File: config.mk
export PLATFORM = sky130hd
export DESIGN_NAME = pt_fuse_loader
export DESIGN_NICKNAME = d
export VERILOG_FILES = /design/src/rtl/pt_fuse_loader.sv
export SDC_FILE = /design/constraint.sdc
export NUM_CORES = 1
export LEC_CHECK = 0
export ABC_AREA = 0
export ABC_CLOCK_PERIOD_IN_PS = 2400
export CELL_PAD_IN_SITES_DETAIL_PLACEMENT = 1
export CELL_PAD_IN_SITES_GLOBAL_PLACEMENT = 2
export CORE_MARGIN = 2
export CORE_UTILIZATION = 36
export CTS_BUF_LIST = sky130_fd_sc_hd__clkbuf_8
export DETAILED_ROUTE_END_ITERATION = 8
export GPL_TIMING_DRIVEN = 0
export PLACE_DENSITY_LB_ADDON = 0.1
export REMOVE_ABC_BUFFERS = 1
export SLEW_MARGIN = 25
export SYNTH_ARGS = -nofsm -noshare
export SYNTH_HDL_FRONTEND = slang
export SYNTH_SLANG_ARGS = --single-unit
File: constraint.sdc
create_clock -name clk -period 2.4 [get_ports clk]
set_clock_uncertainty 0.2 [all_clocks]
set_input_delay 0.48 -clock clk [delete_from_list [all_inputs] [get_ports clk]]
set_output_delay 0.48 -clock clk [all_outputs]
set_load 0.03 [all_outputs]
File: src/rtl/pt_fuse_loader.sv
// Product-term bitmap fuse loader: erases all PT select rows, or deserialises
// a fuse bitstream into one PTW-bit row per product term and writes it out.
module pt_fuse_loader #(
    parameter int NUM_PT = 80,
    parameter int PTW    = 96,
    parameter int AW     = 7
) (
    input  logic          clk,
    input  logic          rst,
    input  logic          start,
    input  logic          mode,
    input  logic          bit_valid,
    input  logic          bit_in,
    output logic          bit_ready,
    output logic          wr_en,
    output logic [AW-1:0] wr_addr,
    output logic [0:PTW-1] wr_data,
    output logic          busy,
    output logic          done
);

    localparam int BW = $clog2(PTW);
    localparam logic [AW-1:0] LAST_ROW = AW'(NUM_PT - 1);
    localparam logic [BW-1:0] LAST_BIT = BW'(PTW - 1);

    typedef enum logic [2:0] {
        S_IDLE,
        S_ERASE,
        S_SHIFT,
        S_WRITE,
        S_DONE
    } state_t;

    state_t          state, state_n;
    logic [AW-1:0]   row, row_n;
    logic [BW-1:0]   bitcnt, bitcnt_n;
    logic [0:PTW-1]  shreg, shreg_n;
    logic            wr_en_n;
    logic [AW-1:0]   wr_addr_n;
    logic [0:PTW-1]  wr_data_n;

    assign bit_ready = (state == S_SHIFT);
    assign busy      = (state != S_IDLE);
    assign done      = (state == S_DONE);

    // NOTE: every variable gets a default before the case so no path leaves
    // one unassigned, which would otherwise infer a latch.
    always_comb begin
        state_n   = state;
        row_n     = row;
        bitcnt_n  = bitcnt;
        shreg_n   = shreg;
        wr_en_n   = 1'b0;
        wr_addr_n = wr_addr;
        wr_data_n = wr_data;
        case (state)
            S_IDLE: begin
                if (start) begin
                    row_n    = '0;
                    bitcnt_n = '0;
                    if (mode) begin
                        state_n = S_SHIFT;
                    end else begin
                        state_n   = S_ERASE;
                        wr_en_n   = 1'b1;
                        wr_addr_n = '0;
                        wr_data_n = '0;
                    end
                end
            end
            S_ERASE: begin
                // Write strobes are registered, so the next row is set up a cycle ahead.
                if (row == LAST_ROW) begin
                    state_n = S_DONE;
                end else begin
                    row_n     = row + AW'(1);
                    wr_en_n   = 1'b1;
                    wr_addr_n = row + AW'(1);
                    wr_data_n = '0;
                end
            end
            S_SHIFT: begin
                if (bit_valid) begin
                    shreg_n[bitcnt] = bit_in;
                    if (bitcnt == LAST_BIT) begin
                        state_n   = S_WRITE;
                        wr_en_n   = 1'b1;
                        wr_addr_n = row;
                        wr_data_n = shreg_n;
                    end else begin
                        bitcnt_n = bitcnt + BW'(1);
                    end
                end
            end
            S_WRITE: begin
                bitcnt_n = '0;
                if (row == LAST_ROW) begin
                    state_n = S_DONE;
                end else begin
                    row_n   = row + AW'(1);
                    state_n = S_SHIFT;
                end
            end
            S_DONE:  state_n = S_IDLE;
            default: state_n = S_IDLE;
        endcase
    end

    // NOTE: sequential state uses non-blocking assignments so every register
    // samples the values computed before this edge.
    always_ff @(posedge clk) begin
        if (rst) begin
            state   <= S_IDLE;
            row     <= '0;
            bitcnt  <= '0;
            shreg   <= '0;
            wr_en   <= 1'b0;
            wr_addr <= '0;
            wr_data <= '0;
        end else begin
            state   <= state_n;
            row     <= row_n;
            bitcnt  <= bitcnt_n;
            shreg   <= shreg_n;
            wr_en   <= wr_en_n;
            wr_addr <= wr_addr_n;
            wr_data <= wr_data_n;
        end
    end

endmodule

==> results.md <==
- Slowest-stage cell, CP: dfxtp_4
- Mapped cell area: 9760 µm²
- WL/cell: 19.2 µm
- Hold wc startpoint: rst
- Worst vdd ir: between 400 and 500 µV
- Commonest register cell after synthesis: dfxtp_1
- HP Class: input port to flop
- HPWL after DPL: 17.9 mm
- Post-synthesis xor/xnor area fraction: 0
- Post-synth EDFFs: 0
- Buffer depth of the longest clock path: 3
- Share of the clock period used by the worst path: 0.974
- Core Area: 26800 µm²
- Area delta synth->final: 27.0%
- Netlist cell types: 61
- Max stage delay on crit path: 400 ps
- Hold-fix buffer count after cts: 0
- Fmax: 0.428 GHz
- Largest family of logic cells by synthesized area: compound AO/OA/AOI/OAI gates
- Minimum clock period: 2340 ps
- Die area: approximately 28000 µm²
- Syn Area/Cell: approximately 9.4 µm²
- Largest net degree at the start of global routing: between 70 and 80
- Antenna violations before repair: 0
- Run status: finished, final reports clean
- Synth Instances: 1037
- Num ports: 113
- Post-route setup slack: 62.3 ps
- Cell taking the most area after synthesis: dfxtp_1
- Grt ovf: 0
- Nature of the critical path startpoint: flop
- #FFs+latches synth: 217
- Power Total: 8.66 mW
- Area contributors post-synth: dfxtp_1 45%, mux2i_1 9.4%, o2bb2ai_2 6.2%
- Detailed Routing Iterations Pass 1: 5
- WP data required: 1720 ps
- Number of synthesis warnings: 0
- GRT Total Usage: 0.201
- Final slew viol count: 0
- Slew HR: 0.384
- Clock Latency Late Sink: 530 ps
- Post-synthesis sequential area ratio: 0.445
- # rows: 60
- Worst Hold End: row[0]$_SDFFE_PP0P_
- Final Hold Viols: 0
- First-pass GRT wire length: 46.4 mm
- Iteration-0 DRC Markers: 278
- Finish-stage setup viols: 0
- Compound-Gate Fraction of Synth Area: 0.247
- H-tree levels: 2
- DRC Markers: 0
- Crit-path leading delay family: flip-flops
- Worst hold stages: 2
- Gp weighted congestion: 0.740
- CTS tree: done
- Worst-Margin Slew: roughly 920 ps
- R2R Path End: wr_data[66]$_SDFFE_PP0P_
- Clock Sinks: 217
- Leakage power: 4.51 nW
- RSZ-0062 raised after global routing: false
- Routed vias/inst: between 5 and 6
- MaxCap Viol Count: 0
- Fraction of layout instances using a drive strength above 1: 0.165
- Critical setup path kind: flop to primary output
- Cell Chain, Critical Path: or3_1, clkdlybuf4s15_1
- Reg-to-reg startpoint: state[2]$_SDFFE_PP0P_
- Number of port buffers: 112
- Die X: roughly 170 µm
- Vias: 8046
- Arr. time, crit path: between 1500 and 2000 ps
- Synth async-reset ratio: 0
- Adder-cell share of the synthesized area: 0.00256
- Reg2Reg Depth: 8
- Post-route ant nets: 0
- Final wirelength: 28.6 mm
- Post-synthesis mux area share: 0.0955
- Pre-CTS setup slack: -1120 ps
- Critical path buffer and inverter count: 1
- R2R setup slack: 140 ps
- Pwr Density: approximately 700 nW/µm²
- Starting Density: 0.364
- Simple-gate share of the synthesized area: 0.157
- Critical path endpoint category: primary output
- Crit-path max FO: 13
- CTS Buf Count: 40
- Diodes inserted: 0
- Clk slew on worst S/H paths: 60 ps
- Fill count: 2988
- Worst path depth: 2
- Root Buffer: clkbuf_8
- # nets final: 1130
- Vias in the first global route: roughly 8300
- Synth top area share: 0.445
- Chip Height: between 150 and 200 µm
[timing repair]
| item | CTS | global route |
|---|---|---|
| buffers inserted | 8 | 4 |
| resized for setup | 48 | 13 |
| setup endpoints to repair | 208 | 77 |
| pin swaps | 3 | 3 |
[flip-flops by register name, summed over array words and instances, names as in the netlist]
name	count
shreg	96
wr_data	96
bitcnt	7
row	7
wr_addr	7
state	3
wr_en	1
[synthesized netlist by cell type (4+ instances only)]
master,n
dfxtp_1,217
nand2_1,96
mux2i_1,92
nor2_1,81
clkbuf_1,70
a211oi_1,62
a21oi_1,56
o21ai_0,54
nand3_1,53
o2bb2ai_1,49
o2bb2ai_2,40
buf_2,29
a21o_1,10
buf_1,9
a31oi_1,7
nor3_1,7
nor4bb_1,7
and2_1,6
buf_6,5
nor2b_1,5
a311oi_1,4
and3_1,4
nand3b_1,4
nand4b_1,4
nor3b_1,4
nor4b_2,4
o311ai_0,4
or3b_2,4
[metrics by stage]
step                      instances  hold slack [ps]  area (µm²)  utilization  TNS (ps)
after CTS                      1487              111       12300        0.459         0
after global routing           1490              141       12400        0.462         0
after detailed placement       1410              241       11300        0.423   -136980
after global placement         1377              235       10800        0.403  -4087790
final                          1490              132       12400        0.462         0
after floorplan                 924              244        9260            -  -2227130
[layer usage]
metal / global-route usage / up-vias / part of all wire
li1: - / 3967 / -
met1: 0.282 / 3886 / 0.49
met2: 0.323 / 148 / 0.45
met3: 0.0351 / 45 / 0.042
met4: 0.0491 / 0 / 0.018
met5: 0 / - / 0
[cell families (layout without fill, tap and decap cells)]
family                   count (synthesis)  in the layout
AO/OA/AOI/OAI                          304            304
adder cells (fa/ha/maj)                  2              2
buffers and inverters                  117            229
flip-flops                             217            217
multiplexers                            93             93
AND/OR/NAND/NOR                        304            304
[worst max-delay path by stage]
stage	slack, ps	end	from
6_report	60	busy	state[2]$_SDFFE_PP0P_
2_1_floorplan	-14690	wr_data[0]$_SDFFE_PP0P_	state[1]$_SDFFE_PP0P_
3_3_place_gp	-26790	wr_data[92]$_SDFFE_PP0P_	bit_valid
3_5_place_dp	-1120	wr_data[87]$_SDFFE_PP0P_	bit_valid
5_1_grt	1	shreg[35]$_SDFFE_PP0P_	bitcnt[0]$_SDFFE_PP0P_
4_1_cts	6	wr_data[38]$_SDFFE_PP0P_	row[0]$_SDFFE_PP0P_
[where the power goes]
| group | switching, mW | internal [mW] | leakage (nW) |
|---|---|---|---|
| clock network | 1.55 | 1.90 | 0.457 |
| logic | 0.804 | 0.545 | 2.29 |
| registers | 0.114 | 3.76 | 1.76 |
| total | 2.47 | 6.19 | 4.51 |
[placed cells by master, fill, tap and decap left out, drive strengths merged, types with 48 or more instances in the layout]
cell / Yosys / routed
mux2i: 92 / 92
o21ai: 55 / 55
clkbuf: 70 / 51
nand2: 96 / 96
clkdlybuf4s50: 0 / 106
a211oi: 62 / 62
nand3: 54 / 54
buf: 43 / 48
dfxtp: 217 / 217
a21oi: 56 / 56
o2bb2ai: 89 / 89
nor2: 81 / 81
[area by class of cell]
type	instances	area, µm²	area share
inverters	4	20.0	0.00162
multi-input cells	703	5110	0.412
repair buffers	156	1680	0.135
well taps	341	427	0.0344
flip-flops and latches	217	4390	0.354
clock inverters	18	72.6	0.00586
clock buffers	51	702	0.0566
Note: power is estimated with default switching activity, not from simulation.
